==> config.mk <==
export PLATFORM = sky130hd
export DESIGN_NAME = master_spi
export DESIGN_NICKNAME = d
export VERILOG_FILES = /design/src/rtl/master_spi_pkg.sv /design/src/rtl/master_spi_clk_div.sv /design/src/rtl/master_spi.sv
export SDC_FILE = /design/constraint.sdc
export NUM_CORES = 1
export LEC_CHECK = 0
export BUFFER_PORTS_ARGS = -buffer_cell sky130_fd_sc_hd__buf_4
export CORE_MARGIN = 5
export CORE_UTILIZATION = 30
export CTS_CLUSTER_DIAMETER = 150
export CTS_CLUSTER_SIZE = 12
export DETAILED_ROUTE_END_ITERATION = 10
export PLACE_DENSITY = 0.46
export SETUP_SLACK_MARGIN = 0.1
export SYNTH_ARGS = -nofsm -noshare
export SYNTH_HDL_FRONTEND = slang
export SYNTH_SLANG_ARGS = --single-unit
==> constraint.sdc <==
create_clock -name clk_m -period 4.4 [get_ports clk_m]
set_clock_uncertainty 0.05 [all_clocks]
set_input_delay 0.88 -clock clk_m [delete_from_list [all_inputs] [get_ports clk_m]]
set_output_delay 0.88 -clock clk_m [all_outputs]
set_load 0.05 [all_outputs]
==> src/rtl/master_spi_pkg.sv <==
// Shared SPI master constants: word width and mode from the DATA_WIDTH, CPOL and CPHA defines.
// Each define falls back to its default (8, 0, 0) when the build does not provide it.
`ifndef DATA_WIDTH
`define DATA_WIDTH 8
`endif
`ifndef CPOL
`define CPOL 0
`endif
`ifndef CPHA
`define CPHA 0
`endif

package master_spi_pkg;
  localparam int unsigned DataW    = `DATA_WIDTH;
  localparam int unsigned NumEdges = 2 * DataW;
  localparam int unsigned EdgeCntW = $clog2(NumEdges) + 1;
  localparam logic        CpolVal  = (`CPOL != 0);
  localparam logic        CphaVal  = (`CPHA != 0);
endpackage

==> src/rtl/master_spi_clk_div.sv <==
// Half-period counter for the SPI master: one-cycle tick every CLK_DIV cycles while enabled.
module spi_clk_div #(
  parameter int unsigned CLK_DIV = 4
) (
  input  logic clk_m,
  input  logic rst,
  input  logic en,
  output logic tick
);
  localparam int unsigned CntW = $clog2(CLK_DIV);

  logic [CntW-1:0] cnt_q, cnt_d;

  assign tick = en && (cnt_q == CntW'(CLK_DIV - 1));

  always_comb begin
    cnt_d = cnt_q + 1'b1;
    if (!en || tick) begin
      cnt_d = '0;
    end
  end

  always_ff @(posedge clk_m or posedge rst) begin
    if (rst) begin
      cnt_q <= '0;
    end else begin
      cnt_q <= cnt_d;
    end
  end
endmodule

==> src/rtl/master_spi.sv <==
// SPI master: IDLE -> SETUP -> XFER -> HOLD -> IDLE, MSB first, mode set by CPOL/CPHA.
// Define CONT_XFER_EN to chain words back to back with ss held low.
module master_spi
  import master_spi_pkg::*;
#(
  parameter int unsigned CLK_DIV = 4
) (
  input  logic             clk_m,
  input  logic             rst,
  input  logic             start,
  input  logic [DataW-1:0] data_in_master,
  input  logic             miso,
  output logic             sclk_m,
  output logic             ss,
  output logic             mosi,
  output logic [DataW-1:0] data_out_master,
  output logic             data_valid,
  output logic             busy
);
  localparam logic [1:0] IDLE  = 2'd0;
  localparam logic [1:0] SETUP = 2'd1;
  localparam logic [1:0] XFER  = 2'd2;
  localparam logic [1:0] HOLD  = 2'd3;

  logic [1:0]          state_q, state_d;
  logic [DataW-1:0]    tx_q, tx_d, rx_q, rx_d, dout_q, dout_d;
  logic [EdgeCntW-1:0] edge_q, edge_d;
  logic                sclk_q, sclk_d, mosi_q, mosi_d, dv_q, dv_d;
  logic                tick, load, odd_edge, final_edge, sample_now, shift_now;

  spi_clk_div #(
    .CLK_DIV(CLK_DIV)
  ) u_clk_div (
    .clk_m(clk_m),
    .rst  (rst),
    .en   (busy),
    .tick (tick)
  );

  // edge_q counts completed edges, so the edge about to happen is odd when edge_q is even.
  assign odd_edge   = ~edge_q[0];
  assign final_edge = (edge_q == EdgeCntW'(NumEdges - 1));
  assign sample_now = CphaVal ? ~odd_edge : odd_edge;
  assign shift_now  = CphaVal ? odd_edge : (~odd_edge && !final_edge);

  always_comb begin
    state_d = state_q;
    tx_d    = tx_q;
    rx_d    = rx_q;
    dout_d  = dout_q;
    edge_d  = edge_q;
    sclk_d  = sclk_q;
    mosi_d  = mosi_q;
    dv_d    = 1'b0;
    load    = 1'b0;
    case (state_q)
      IDLE: begin
        if (start) begin
          load    = 1'b1;
          state_d = SETUP;
        end
      end
      SETUP: begin
        if (tick) begin
          edge_d  = '0;
          state_d = XFER;
        end
      end
      XFER: begin
        if (tick) begin
          sclk_d = ~sclk_q;
          edge_d = edge_q + 1'b1;
          if (sample_now) begin
            rx_d = {rx_q[DataW-2:0], miso};
          end
          if (shift_now) begin
            mosi_d = tx_q[DataW-1];
            tx_d   = {tx_q[DataW-2:0], 1'b0};
          end
          if (final_edge) begin
            state_d = HOLD;
          end
        end
      end
      HOLD: begin
        if (tick) begin
          dout_d  = rx_q;
          dv_d    = 1'b1;
          state_d = IDLE;
`ifdef CONT_XFER_EN
          if (start) begin
            load    = 1'b1;
            state_d = SETUP;
          end
`endif
        end
      end
      default: state_d = IDLE;
    endcase
    // CPHA=0 presents the MSB during SETUP; CPHA=1 presents it on the first edge.
    if (load) begin
      rx_d = '0;
      if (CphaVal) begin
        tx_d   = data_in_master;
        mosi_d = 1'b0;
      end else begin
        tx_d   = {data_in_master[DataW-2:0], 1'b0};
        mosi_d = data_in_master[DataW-1];
      end
    end
  end

  always_ff @(posedge clk_m or posedge rst) begin
    if (rst) begin
      state_q <= IDLE;
      tx_q    <= '0;
      rx_q    <= '0;
      dout_q  <= '0;
      edge_q  <= '0;
      sclk_q  <= CpolVal;
      mosi_q  <= 1'b0;
      dv_q    <= 1'b0;
    end else begin
      state_q <= state_d;
      tx_q    <= tx_d;
      rx_q    <= rx_d;
      dout_q  <= dout_d;
      edge_q  <= edge_d;
      sclk_q  <= sclk_d;
      mosi_q  <= mosi_d;
      dv_q    <= dv_d;
    end
  end

  assign busy            = (state_q != IDLE);
  assign ss              = (state_q == IDLE);
  assign mosi            = busy & mosi_q;
  assign sclk_m          = sclk_q;
  assign data_out_master = dout_q;
  assign data_valid      = dv_q;
endmodule
==> results.cfg, run 1 <==
[pwr]
p_total_uw = 600.6
p_sw_uw = 124.9
p_leak_nw = 0.8998
combPwrFrac = 0.029
power-per-cell-area_nw_per_um2 = 303.4
swShare = 0.2080
p_int_uw = 475.7
peakVddDrop_uv = 157.5
p_seq_frac = 0.544
p_clk_frac = 0.427

[timing]
fin_crit_ns = 2.431
finalSetupTns_ns = 0
max_slew_margin = 0.4434
slew_violations = 0
setup_viol = 0
grt_setup_unrepaired = false
tightest_slew_ns = 0.8339
finalCritPeriodShare = 0.5525
whs_ns = 0.3870
setup_slack_ns = 1.969
finalHoldViolCount = 0
fmaxAchievable_mhz = 411.4

[drt]
vias = 1064
dr.first_iter.drc_count = 87
vias_per_cell = 4.471
finalWirelength_um = 3014
wl_per_cell_um = 12.66
ant_nets = 0
firstDrtPassIters = 4
drcViolationCount = 0

[yosys]
synth_area_leaders = dfrtp_1 53%, mux2i_1 9.7%, mux2_2 6.2%
synth_cell_type_count = 27
syn_nets = 158
synth_edf_count = 0
synthMuxAreaShare = 0.1587
synth_compound_area_frac = 0.08656
netlist.area_leader.share = 0.5315
synthFlopType = dfrtp_1
synth_top_family_by_area = multiplexers
synth_xor_area_frac = 0.005315
synth-async-reset-ratio = 1.000
synth_largest_area_cell = dfrtp_1
synth.avg_cell_area_um2 = 11.94
ys_seq_area_frac = 0.5315
ys.warnings.count = 0
synth_seq_cells = 35
syn_area_um2 = 1648
synth_fa_ha_area_frac = 0.06074
synth_cells = 138
synth-simple-area-share = 0.1040

[floorplanning]
die_w_um = 84.12
die_area_um2 = 7075
core_um2 = 5405
die_h_um = 84.12
io-pin-count = 25
rows = 27
start_util = 0.3049

[worst_setup_path]
rr_worst_depth = 6
critical_path_arrival_ns = 1.50
endpoint_kind = output pin
critPathMaxStageDelay_ns = 0.41
timing.rr.start = state_q[0]$_DFFE_PP0P_
crit_family = flip-flops
worst-path-max-fanout = 7
path_cells = inv_1 > ha_1 > nor2b_1 > buf_4
worstSetupPathType = reg -> out
crit_path_start_kind = register
r2r-end = rx_q[4]$_DFFE_PP0P_
crit_required_ns = 3.47
r2r_slack_ns = 2.16
cp.depth = 4
crit_slowest_cell = dfrtp_1
setup.worst_path.start = state_q[0]$_DFFE_PP0P_
endpoint = mosi
path_buf_inv = 2

[global_routing]
grtUsageTotal = 0.09731
grt_antenna_before_repair = 0
grt_pass1_vias = 1173
gr-total-overflow = 0
grt_max_degree = 23
grt_pass1_wl_um = 5416

[cts]
cts.clk_slew.worst_paths_ns = 0.07
post_cts_buffers = 0
cts_hold_buf = 0
cts_made_buffers = 5
cts_sinks = 35
cts_resized = 0
cts_max_path_buffers = 2
cts.htree.levels = 2
clock_latency_ns = 0.29
cts_root_buf = clkbuf_8
tritoncts = yes

[placement]
globalplace.congestion = 0.7699
pre_cts_ws_ns = 2.110
dpl_cell_area_um2 = 1879
dp_cells = 230
hpwl_um = 2243
port_buffers = 24

[final_layout]
final_cell_mix = 35 x dfrtp_1, 25 x buf_4, 16 x mux2i_1
finish.utilization = 0.3662
drive_above_1_share = 0.2831
num_antenna_cells = 0
design_area_um2 = 1979
area_growth_pct = 20.12
nets = 185
layout_commonest_cell = dfrtp_1
stdcell_count = 238

[outcome]
status = complete, no violations

[min_path]
min-delay-path-class = reg -> reg

[flow_run]
drv_cap = 0
[routing by layer]
metal  share of wire  vias to the layer above  global-route usage
met4           0.035                        0             0.05409
met1            0.43                      510              0.1168
met2            0.47                       26              0.1478
met3           0.063                       10             0.03949
met5               0                        -                   0
li1                -                      518                   -
[synthesized netlist by cell type, drive strengths merged, types with 2 or more instances]
master	count
mux2i	16
ha	8
dfrtp	35
inv	11
nand2	11
buf	5
nor2	10
o21ai	14
nand3	2
mux2	9
a22o	3
nor2b	3
nor3b	2
and3	2
[state kept, by name, summed over array words and instances, names as in the netlist]
signal / count
data_out_master: 8
data_valid: 1
edge_q: 5
mosi_q: 1
rx_q: 8
sclk_m: 1
state_q: 2
tx_q: 7
u_clk_div.cnt_q: 2
[area by class of cell]
class	count	area, um2
Clock buffer	8	100.1
Inverter	11	41.29
Tap cell	72	90.09
Multi-Input combinational cell	87	684.4
Sequential cell	35	875.8
Timing Repair Buffer	25	187.7
Fill cell	564	3426
[worst min path at each step]
stage / cells past startpoint / end / start
3_5_place_dp: 1 / u_clk_div.cnt_q[0]$_DFF_PP0_ / u_clk_div.cnt_q[0]$_DFF_PP0_
5_1_grt: 1 / u_clk_div.cnt_q[0]$_DFF_PP0_ / u_clk_div.cnt_q[0]$_DFF_PP0_
3_3_place_gp: 1 / u_clk_div.cnt_q[0]$_DFF_PP0_ / u_clk_div.cnt_q[0]$_DFF_PP0_
4_1_cts: 1 / u_clk_div.cnt_q[0]$_DFF_PP0_ / u_clk_div.cnt_q[0]$_DFF_PP0_
6_report: 1 / u_clk_div.cnt_q[0]$_DFF_PP0_ / u_clk_div.cnt_q[0]$_DFF_PP0_
2_1_floorplan: 1 / u_clk_div.cnt_q[0]$_DFF_PP0_ / u_clk_div.cnt_q[0]$_DFF_PP0_
[power by group through the flow]
stage               registers [mW]  logic (mW)  clock network (mW)
floorplan                    0.332     0.00740                   0
global placement             0.333      0.0177                   0
detailed placement           0.333      0.0182                   0
CTS                          0.327      0.0182               0.265
global route                 0.327      0.0203               0.284
finish                       0.327      0.0173               0.256
[worst register-to-register path, stage by stage, from the launching register on]
cell	delay, ns
dfrtp_1	0.41
inv_1	0.14
ha_1	0.40
inv_1	0.11
nor3b_2	0.65
mux2i_1	0.27
nor2_1	0.05
[logic make-up (layout without fill, tap and decap cells)]
family,Yosys count,in the layout
flip-flops,35,35
AND/OR/NAND/NOR,33,33
multiplexers,25,25
AO/OA/AOI/OAI,20,20
buffers and inverters,16,44
adder cells (fa/ha/maj),8,8
XOR/XNOR,1,1
Power figures use the tool's default switching activity.
==> run 2, diff against run 1 <==
- ABC_AREA: not set -> 1
- PLACE_DENSITY: 0.46 -> 0.48
- clock period: 4.4 -> 2.2 ns (I/O delays scaled with it)
==> run 2 against run 1 <==
- die area rose by 5.0%
- sequential share of layout area decreased by 2.2 points
- first-iteration DRC count fell by 26%
- setup slack got worse by 1.7 ns
- sequential power rose to 2.6 times the previous value
- combinational power grew to 52 times the previous value
- global-route usage grew 0.54 points
- utilization rose by 0.71 points
- cell area increased by 5.1%
- flip-flop and latch count did not move
- power increased to 3.7 times the previous value
- routed wire length is 8.6% higher
- largest cell class unchanged
==> results.cfg, run 2 <==
[yosys]
synth_edf_count = 0
synth_largest_area_cell = dfrtp_1
syn_nets = 226
synth.avg_cell_area_um2 = 8.455
synth_common_cells = 83 x nand2_1, 35 x dfrtp_1, 24 x inv_1, 12 x o21ai_0, 11 x nand3_1
synth_seq_cells = 35
synth_area_leaders = dfrtp_1 50%, nand2_1 18%, ha_1 5.7%
syn_area_um2 = 1742
synthMostInstantiatedCell = nand2_1
netlist.area_leader.share = 0.5029
ys_seq_area_frac = 0.5029
synth_cells = 206
ys.warnings.count = 0
synth_cell_type_count = 23
synthFlopType = dfrtp_1
synth-async-reset-ratio = 1.000

[worst_setup_path]
critical_path_arrival_ns = 1.39
worst-path-max-fanout = 6
endpoint_kind = output pin
crit_required_ns = 1.71
crit_path_start_kind = register
critPathMaxStageDelay_ns = 0.40
crit_slowest_cell = dfrtp_1
worstSetupPathType = reg -> out
path_cells = inv_1 > ha_1 > nor2_2 > buf_4

[outcome]
status = complete, no violations

[placement]
hpwl_um = 2388
globalplace.congestion = 0.7119
port_buffers = 24
dp_cells = 300
pre_cts_ws_ns = 0.5310

[floorplanning]
rows = 27
die_w_um = 86.20
die_area_um2 = 7430
die_h_um = 86.20
io-pin-count = 25
core_um2 = 5574
start_util = 0.3125

[timing]
slew_violations = 0
finalSetupTns_ns = 0
tightest_slew_ns = 0.4382
grt_setup_unrepaired = false
fin_crit_ns = 1.882
setup_viol = 0
setup_slack_ns = 0.3184
finalHoldViolCount = 0
fmaxAchievable_mhz = 531.5
finalCritPeriodShare = 0.8553
max_slew_margin = 0.7079

[cts]
cts_root_buf = clkbuf_8
cts_sinks = 35
tritoncts = yes
cts_max_path_buffers = 2
cts_hold_buf = 0
clock_latency_ns = 0.28
cts.htree.levels = 2
cts.clk_slew.worst_paths_ns = 0.07
post_cts_buffers = 0
cts_made_buffers = 5
cts_resized = 0

[global_routing]
grtUsageTotal = 0.1028
gr-total-overflow = 0
grt_pass1_vias = 1368
grt_pass1_wl_um = 6085
grt_max_degree = 36
grt_antenna_before_repair = 0

[final_layout]
stdcell_count = 308
area_growth_pct = 19.47
layout_commonest_cell = nand2_1
final_cell_mix = 83 x nand2_1, 35 x dfrtp_1, 26 x buf_4
drive_above_1_share = 0.2161
finish.utilization = 0.3733
num_antenna_cells = 0
nets = 255

[pwr]
p_int_mw = 1.292
combPwrFrac = 0.404
p_total_mw = 2.211
power-per-cell-area_nw_per_um2 = 1062
p_leak_nw = 1.089
p_clk_frac = 0.206
peakVddDrop_uv = 544.6
p_seq_frac = 0.390
swShare = 0.4155
p_sw_uw = 918.5

[flow_run]
drv_cap = 0

[drt]
vias = 1284
dr.first_iter.drc_count = 64
firstDrtPassIters = 4
wl_per_cell_um = 10.63
finalWirelength_um = 3274
ant_nets = 0
drcViolationCount = 0
vias_per_cell = 4.169

[min_path]
min-delay-path-class = in -> async
==> run 2: cell families (layout without fill, tap and decap cells) <==
| group | after synthesis | after routing | share of synthesized area |
|---|---|---|---|
| compound gates | 19 | 19 | 0.06969 |
| fa+ha+maj | 8 | 8 | 0.05747 |
| xor+xnor | 2 | 2 | 0.01006 |
| simple gates | 112 | 112 | 0.2816 |
| buf+inv | 30 | 60 | 0.07830 |
| flops | 35 | 35 | 0.5029 |
==> run 2: per-layer routing <==
layer | wire (um) | vias to the layer above | part of all wire | global-route usage
met2 | 1412 | 26 | 0.43 | 0.1591
met5 | 0 | - | 0 | 0
met1 | 1649 | 560 | 0.50 | 0.1360
li1 | - | 693 | - | -
met3 | 166 | 5 | 0.051 | 0.02757
met4 | 46 | 0 | 0.014 | 0.04249
==> run 2: power groups by stage <==
stage,registers [mW],logic (mW),clock network (mW)
detailed placement,0.873,0.909,0
global placement,0.875,0.912,0
finish,0.862,0.893,0.456
floorplan,0.900,0.675,0
global route,0.881,1.03,0.509
CTS,0.862,0.911,0.481
==> run 2: path summary, 6_finish.rpt <==
kind	cells past startpoint	to	slack, ns	start
worst max register to register	11	mosi_q$_DFFE_PP0P_	0.53	edge_q[0]$_DFFE_PP0P_
worst max-delay path	4	mosi	0.32	state_q[0]$_DFFE_PP0P_
worst min-delay path	3	sclk_m$_DFFE_PP0P_	0.20	rst
max in group asynchronous	3	tx_q[3]$_DFFE_PP0P_	1.59	rst
min in group clk_m	3	tx_q[1]$_DFFE_PP0P_	0.30	data_in_master[0]
worst min register to register	1	u_clk_div.cnt_q[0]$_DFF_PP0_	0.39	u_clk_div.cnt_q[0]$_DFF_PP0_
==> run 2: area by class of cell <==
cell class	count	area, um2
well taps	72	90.09
inverters	26	98.84
clock buffers	5	68.82
repair buffers	26	195.2
clock inverters	3	20.02
flip-flops and latches	35	875.8
multi-input cells	141	732.0
fillers	602	3493
==> run 2: metrics by stage <==
| stage | hold slack [ns] | area (um2) |
|---|---|---|
| after detailed placement | 0.3749 | 1992 |
| after CTS | 0.2178 | 2081 |
| after floorplan | 0.3585 | 1744 |
| final | 0.2047 | 2081 |
| after global routing | 0.2505 | 2081 |
| after global placement | 0.3754 | 1992 |
==> run 2: worst max-delay path, delay by kind of cell (launching register included) <==
| kind | cells | cell delay [ns] |
|---|---|---|
| DFF | 1 | 0.40 |
| adders and majority gates | 1 | 0.30 |
| buffers and inverters | 2 | 0.29 |
| and+or+nand+nor | 1 | 0.13 |
